===== config.mk =====
export PLATFORM = sky130hd
export DESIGN_NAME = instr_packer
export DESIGN_NICKNAME = d
export VERILOG_FILES = /design/src/rtl/rv_enc_pkg.sv /design/src/rtl/packer_fifo2.sv /design/src/rtl/instr_packer.sv
export SDC_FILE = /design/constraint.sdc
export NUM_CORES = 1
export LEC_CHECK = 0
export ABC_AREA = 1
export BUFFER_PORTS_ARGS = -buffer_cell sky130_fd_sc_hd__buf_4
export CORE_ASPECT_RATIO = 1.1
export CORE_UTILIZATION = 55
export CTS_CLUSTER_SIZE = 8
export DETAILED_ROUTE_END_ITERATION = 12
export PLACE_DENSITY = 0.78
export SYNTH_ARGS = -nofsm -noshare
export SYNTH_HDL_FRONTEND = slang
export SYNTH_SLANG_ARGS = --single-unit

===== constraint.sdc =====
create_clock -name clk -period 4.83 [get_ports clk]
set_input_delay 0.483 -clock clk [delete_from_list [all_inputs] [get_ports clk]]
set_output_delay 0.483 -clock clk [all_outputs]
set_load 0.01 [all_outputs]

===== src/rtl/rv_enc_pkg.sv =====
// Shared encoding constants for the RISC-V instruction packer: field-bundle
// formats, major opcodes and the immediate ranges each format can hold.
package rv_enc_pkg;

  typedef enum logic [2:0] {
    FMT_I    = 3'd0,
    FMT_LOAD = 3'd1,
    FMT_S    = 3'd2,
    FMT_B    = 3'd3,
    FMT_U    = 3'd4
  } fmt_e;

  localparam logic [6:0] OPC_OP_IMM = 7'b0010011;
  localparam logic [6:0] OPC_LOAD   = 7'b0000011;
  localparam logic [6:0] OPC_STORE  = 7'b0100011;
  localparam logic [6:0] OPC_BRANCH = 7'b1100011;
  localparam logic [6:0] OPC_LUI    = 7'b0110111;

  // Signed 12-bit immediate (I, LOAD, S).
  localparam int signed IMM12_MIN = -2048;
  localparam int signed IMM12_MAX = 2047;
  // Branch byte offset: 13-bit signed, always even.
  localparam int signed IMMB_MIN  = -4096;
  localparam int signed IMMB_MAX  = 4094;

endpackage


===== src/rtl/packer_fifo2.sv =====
// Two-entry FIFO for the packer output. The head entry is always visible on
// rdata, so the consumer sees a stable word while it stalls.
module packer_fifo2 #(
  parameter int                 DATA_W  = 64,
  parameter logic [DATA_W-1:0]  RST_VAL = '0
) (
  input  logic              clk,
  input  logic              rst,
  input  logic              push,
  input  logic [DATA_W-1:0] wdata,
  input  logic              pop,
  output logic [DATA_W-1:0] rdata,
  output logic              full,
  output logic              empty
);

  logic [DATA_W-1:0] mem [2];
  logic              wr_ptr;
  logic              rd_ptr;
  logic [1:0]        count;
  logic              do_push;
  logic              do_pop;

  assign full    = (count == 2'd2);
  assign empty   = (count == 2'd0);
  assign do_push = push && !full;
  assign do_pop  = pop && !empty;
  assign rdata   = mem[rd_ptr];

  // Storage, pointers and occupancy update.
  always_ff @(posedge clk) begin
    if (rst) begin
      wr_ptr <= 1'b0;
      rd_ptr <= 1'b0;
      count  <= 2'd0;
      // NOTE: the two entries are reset because the head is a visible output
      // with a defined reset value; a deep RAM would normally not be reset.
      for (int i = 0; i < 2; i++) mem[i] <= RST_VAL;
    end else begin
      // NOTE: non-blocking assignments keep every flop updating from the
      // pre-edge values, independent of statement order.
      if (do_push) begin
        mem[wr_ptr] <= wdata;
        wr_ptr      <= ~wr_ptr;
      end
      if (do_pop) rd_ptr <= ~rd_ptr;
      case ({do_push, do_pop})
        2'b10:   count <= count + 2'd1;
        2'b01:   count <= count - 2'd1;
        default: count <= count;
      endcase
    end
  end

endmodule


===== src/rtl/instr_packer.sv =====
// Streaming RISC-V instruction encoder: scatters decoded fields into 32-bit
// instruction words, tags each with a word-aligned load address, and buffers
// them in a 2-entry FIFO. Optional immediate range checking is compiled in
// with the macro PACKER_RANGE_CHECK_EN.
module instr_packer
  import rv_enc_pkg::*;
#(
  parameter int                ADDR_W    = 32,
  parameter logic [ADDR_W-1:0] BASE_ADDR = '0
) (
  input  logic              clk,
  input  logic              rst,
  input  logic              in_valid,
  output logic              in_ready,
  input  logic [2:0]        in_fmt,
  input  logic [4:0]        in_rd,
  input  logic [4:0]        in_rs1,
  input  logic [4:0]        in_rs2,
  input  logic [2:0]        in_funct3,
  input  logic [31:0]       in_imm,
  output logic              out_valid,
  input  logic              out_ready,
  output logic [31:0]       out_instr,
  output logic [ADDR_W-1:0] out_addr,
  output logic              err_range,
  output logic [7:0]        err_count
);

  localparam int ENTRY_W = 32 + ADDR_W;

  logic [31:0]       enc_word;
  logic              fmt_legal;
  logic              range_ok;
  logic              accept;
  logic              good;
  logic              reject;
  logic [ADDR_W-1:0] addr_q;
  logic              fifo_full;
  logic              fifo_empty;
  logic [ENTRY_W-1:0] fifo_rdata;
  logic signed [31:0] imm_s;

  assign imm_s = $signed(in_imm);

  // Encode mux: place fields and immediate bits according to the format.
  always_comb begin
    // NOTE: defaults first so every path assigns every output and no latch
    // is inferred for the illegal formats.
    enc_word  = '0;
    fmt_legal = 1'b1;
    case (fmt_e'(in_fmt))
      FMT_I:    enc_word = {in_imm[11:0], in_rs1, in_funct3, in_rd, OPC_OP_IMM};
      FMT_LOAD: enc_word = {in_imm[11:0], in_rs1, in_funct3, in_rd, OPC_LOAD};
      FMT_S:    enc_word = {in_imm[11:5], in_rs2, in_rs1, in_funct3,
                            in_imm[4:0], OPC_STORE};
      FMT_B:    enc_word = {in_imm[12], in_imm[10:5], in_rs2, in_rs1, in_funct3,
                            in_imm[4:1], in_imm[11], OPC_BRANCH};
      FMT_U:    enc_word = {in_imm[31:12], in_rd, OPC_LUI};
      default:  fmt_legal = 1'b0;
    endcase
  end

`ifdef PACKER_RANGE_CHECK_EN
  // Immediate range check: the value must fit the format's field exactly.
  always_comb begin
    range_ok = 1'b1;
    case (fmt_e'(in_fmt))
      FMT_I, FMT_LOAD, FMT_S:
        range_ok = (imm_s >= IMM12_MIN) && (imm_s <= IMM12_MAX);
      FMT_B:
        range_ok = (imm_s >= IMMB_MIN) && (imm_s <= IMMB_MAX) && !in_imm[0];
      FMT_U:
        range_ok = (in_imm[11:0] == 12'h000);
      default: range_ok = 1'b1;
    endcase
  end
`else
  // Without checking, out-of-range immediates are truncated by the mux.
  assign range_ok = 1'b1;
`endif

  assign in_ready = !fifo_full;
  assign accept   = in_valid && in_ready;
  assign good     = accept && fmt_legal && range_ok;
  assign reject   = accept && !(fmt_legal && range_ok);

  // Address counter: advances only for words that enter the buffer.
  always_ff @(posedge clk) begin
    if (rst)       addr_q <= BASE_ADDR;
    else if (good) addr_q <= addr_q + ADDR_W'(4);
  end

  // Sticky error flag and saturating rejection counter.
  always_ff @(posedge clk) begin
    if (rst) begin
      err_range <= 1'b0;
      err_count <= 8'd0;
    end else if (reject) begin
      err_range <= 1'b1;
      if (err_count != 8'hFF) err_count <= err_count + 8'd1;
    end
  end

  packer_fifo2 #(
    .DATA_W  (ENTRY_W),
    .RST_VAL ({32'h0000_0000, BASE_ADDR})
  ) u_fifo (
    .clk   (clk),
    .rst   (rst),
    .push  (good),
    .wdata ({enc_word, addr_q}),
    .pop   (out_ready),
    .rdata (fifo_rdata),
    .full  (fifo_full),
    .empty (fifo_empty)
  );

  assign out_valid = !fifo_empty;
  assign out_instr = fifo_rdata[ENTRY_W-1:ADDR_W];
  assign out_addr  = fifo_rdata[ADDR_W-1:0];

endmodule

==> metrics.md <==
| Metric | Value |
|---|---|
| Status | `completed` |
| Netlist cell types | `36` |
| Port Buffers | `128` |
| Crit end category | `primary output` |
| Area grow syn2layout | `20.2%` |
| DP Area | `8870 um2` |
| Max Fclk | `355 MHz` |
| Syn Inst Count | `811` |
| Slew Viols, Final | `0` |
| Syn Area/Cell | `9.63 um2` |
| Post-cts sizing count | `0` |
| Number of CTS-inserted buffers | `17` |
| Top cell by count, worst path | `buf_4` |
| Final min period | `2.82 ns` |
| Post-synthesis register bit count | `164` |
| Post-Route Utilization | `0.678` |
| CTS max path bufs | `2` |
| First DRT Iteration DRCs | `550` |
| Synth Warn # | `0` |
| Maximum VDD drop | `0.000232 V` |
| Layout filler cell count | `1093` |
| Setup CP Type | `reg2out` |
| Setup TNS Final | `0 ns` |
| Commonest non-fill, non-tap cells in the layout | `nor2_1 (179), buf_4 (134), nand2_1 (123)` |
| Reg2Reg Depth | `8` |
| Worst-Margin Slew | `0.783 ns` |
| DIE WIDTH | `116 um` |
| Congestion Overflow GR | `0` |
| Crit path DAT | `2.33 ns` |
| Worst Hold Class | `in2reg` |
| Yosys top cell by area | `edfxtp_1` |
| Final ANT Viol Nets | `0` |
| PwrDens | `355 nW/um2` |
| First-pass GRT wire length | `26800 um` |
| Layout Skew | `0.00463 ns` |
| H-tree lvl count | `4` |
| GRT Overall Usage | `0.241` |
| Final WL | `17000 um` |
| Nets | `990` |
| DR vias | `5932` |
| Top FF cell, synth | `edfxtp_1` |
| Relative slew margins | `0.476` |
| Clock latency on the worst-skew pair | `0.42 ns` |
| Asr flop ratio synth | `0` |
| Power Total | `3.33 mW` |
| Io pins | `132` |
| Clock root buffer | `clkbuf_16` |
| FP Rows | `45` |
| Largest delay share family, worst path | `flip-flops` |
| Worst Hold Depth | `2` |
| Slowest cell on crit path | `dfxtp_2` |
| Share of the synthesized area in the top cell type | `0.461` |
| Buf/Inv on CP | `2` |
| RSZ-0062 raised after global routing | `false` |
| Setup crit start kind | `flip-flop` |
| Initial antenna violation count | `0` |
| Die Y | `127 um` |
| CP peak stage delay | `0.81 ns` |
| Number of max-cap violations | `0` |
| Levels on crit path | `3` |
| Critical Path RT | `4.35 ns` |
| Leakage | `3.73 nW` |
| Average wire per standard cell | `15.1 um` |
| Placed insts | `1099` |
| Clock slew at reported path FFs | `0.06 ns` |
| Starting Density | `0.564` |
| Finished Layout Cells | `1130` |
| Global placement routability congestion | `0.921` |
| Layout cells sized above 1 | `0.269` |
| Detailed Routing Iterations Pass 1 | `5` |
| Core footprint | `13900 um2` |
| Vias in the first global route | `5550` |
| Post-CTS Setup Inserts | `0` |
| CTS Sinks | `164` |
| Number of enable flip-flop cells after synthesis | `120` |
| Crit Path Max Fanout | `31` |
| Endpoints failing setup | `0` |
| CTS Hold Bufs | `0` |
| Inserted Diodes | `0` |
| Final Cycle Share | `0.583` |
| Most common cell after layout, fill and taps aside | `nor2_1` |
| Seq/Total Area, Yosys | `0.574` |
| Drt via density | `5.25` |
| Largest net degree at the start of global routing | `61` |
| Post-Layout Inst Area | `9390 um2` |
| Synth area leaders | `edfxtp_1 (46%), dfxtp_1 (11%), mux2_2 (8.6%)` |
| Crit-path cells | `buf_4 > mux2_2 > buf_4` |
| Die ar. | `14700 um2` |
| DR DRC count | `0` |
| Final Hold Fails | `0` |
| TritonCTS clock tree | `done` |
| Synth Cell Area | `7810 um2` |
| Post-DP HPWL | `11400 um` |
## state kept, by name, summed over array words and instances, names as in the netlist, named ones only
register,flops
err_count,8
addr_q,30
u_fifo.rd_ptr,1
u_fifo.wr_ptr,1
u_fifo.mem,120
err_range,1
u_fifo.count,2
## worst reg2reg max path: stages (launching register included)
cell and delay, ns:
dfxtp_1 0.36, inv_2 0.07, a21boi_1 0.17, nand2_2 0.21, nor2_2 0.22, inv_2 0.04
buf_4 0.31, nand2_2 0.24, buf_4 0.61
## routing by layer
metal,vias up,wire length [um],global-route usage
li1,2909,-,-
met1,2795,7200,0.310
met2,204,8420,0.403
met3,24,1100,0.0517
met4,0,310,0.0890
met5,-,0,0
## kinds of logic (layout without fill, tap and decap cells)
group           Yosys count  after routing  share of synthesized area
other cells               1              3                   0.000480
flops                   164            164                      0.574
xor+xnor                  4              4                    0.00448
mux                      60             60                     0.0865
simple gates            386            386                      0.213
fa+ha+maj                 3              3                    0.00481
buf+inv                 127            256                     0.0695
compound gates           66             66                     0.0476
## worst paths after layout
kind                  endpoint  slack (ns)             from
min reg2reg          flip-flop        0.45    u_fifo.rd_ptr
max               out_instr[5]        2.01        flip-flop
min               err_count[4]        0.38              rst
max reg2reg  u_fifo.mem[1][21]        2.21  u_fifo.count[0]
## synth_stat cells (2+ instances only)
library cell and instances:
o21ai_0 16, o21ai_1 6, nor3b_1 2, buf_2 11
nand2_2 6, nand4_1 15, nor2_2 6, a21oi_1 31
edfxtp_1 120, a22o_1 5, nand2_1 125, clkbuf_1 12
buf_6 5, inv_2 9, nor3_1 11, inv_1 81
nor2_8 2, buf_1 4, ha_1 3, nor2_4 3
mux2_2 60, nor2_1 179, dfxtp_1 44, buf_4 4
nand3_1 34, xor2_1 4, a22oi_1 4
## layout make-up
type	instances	area, um2	share of cell area
Clock buffer	19	433	0.0461
Clock inverter	12	91.3	0.00973
Inverter	91	342	0.0364
Multi-Input combinational cell	522	2800	0.298
Sequential cell	164	4490	0.478
Tap cell	188	235	0.0250
Timing Repair Buffer	134	1010	0.107
## power by group
part	leakage [nW]	switching (mW)	internal, mW	total, mW
Sequential	1.61	0.0408	1.58	1.63
Clock	0.243	0.517	0.694	1.21
Combinational	1.88	0.255	0.238	0.493
## metrics by stage
stage | hold WS (ns) | worst slack [ns]
final | 0.381 | 2.01
after detailed placement | 0.446 | 1.91
after CTS | 0.374 | 1.97
after global placement | 0.433 | 1.98
after global routing | 0.389 | 1.92
after floorplan | 0.426 | 1.81
(Power assumes the default switching activity.)
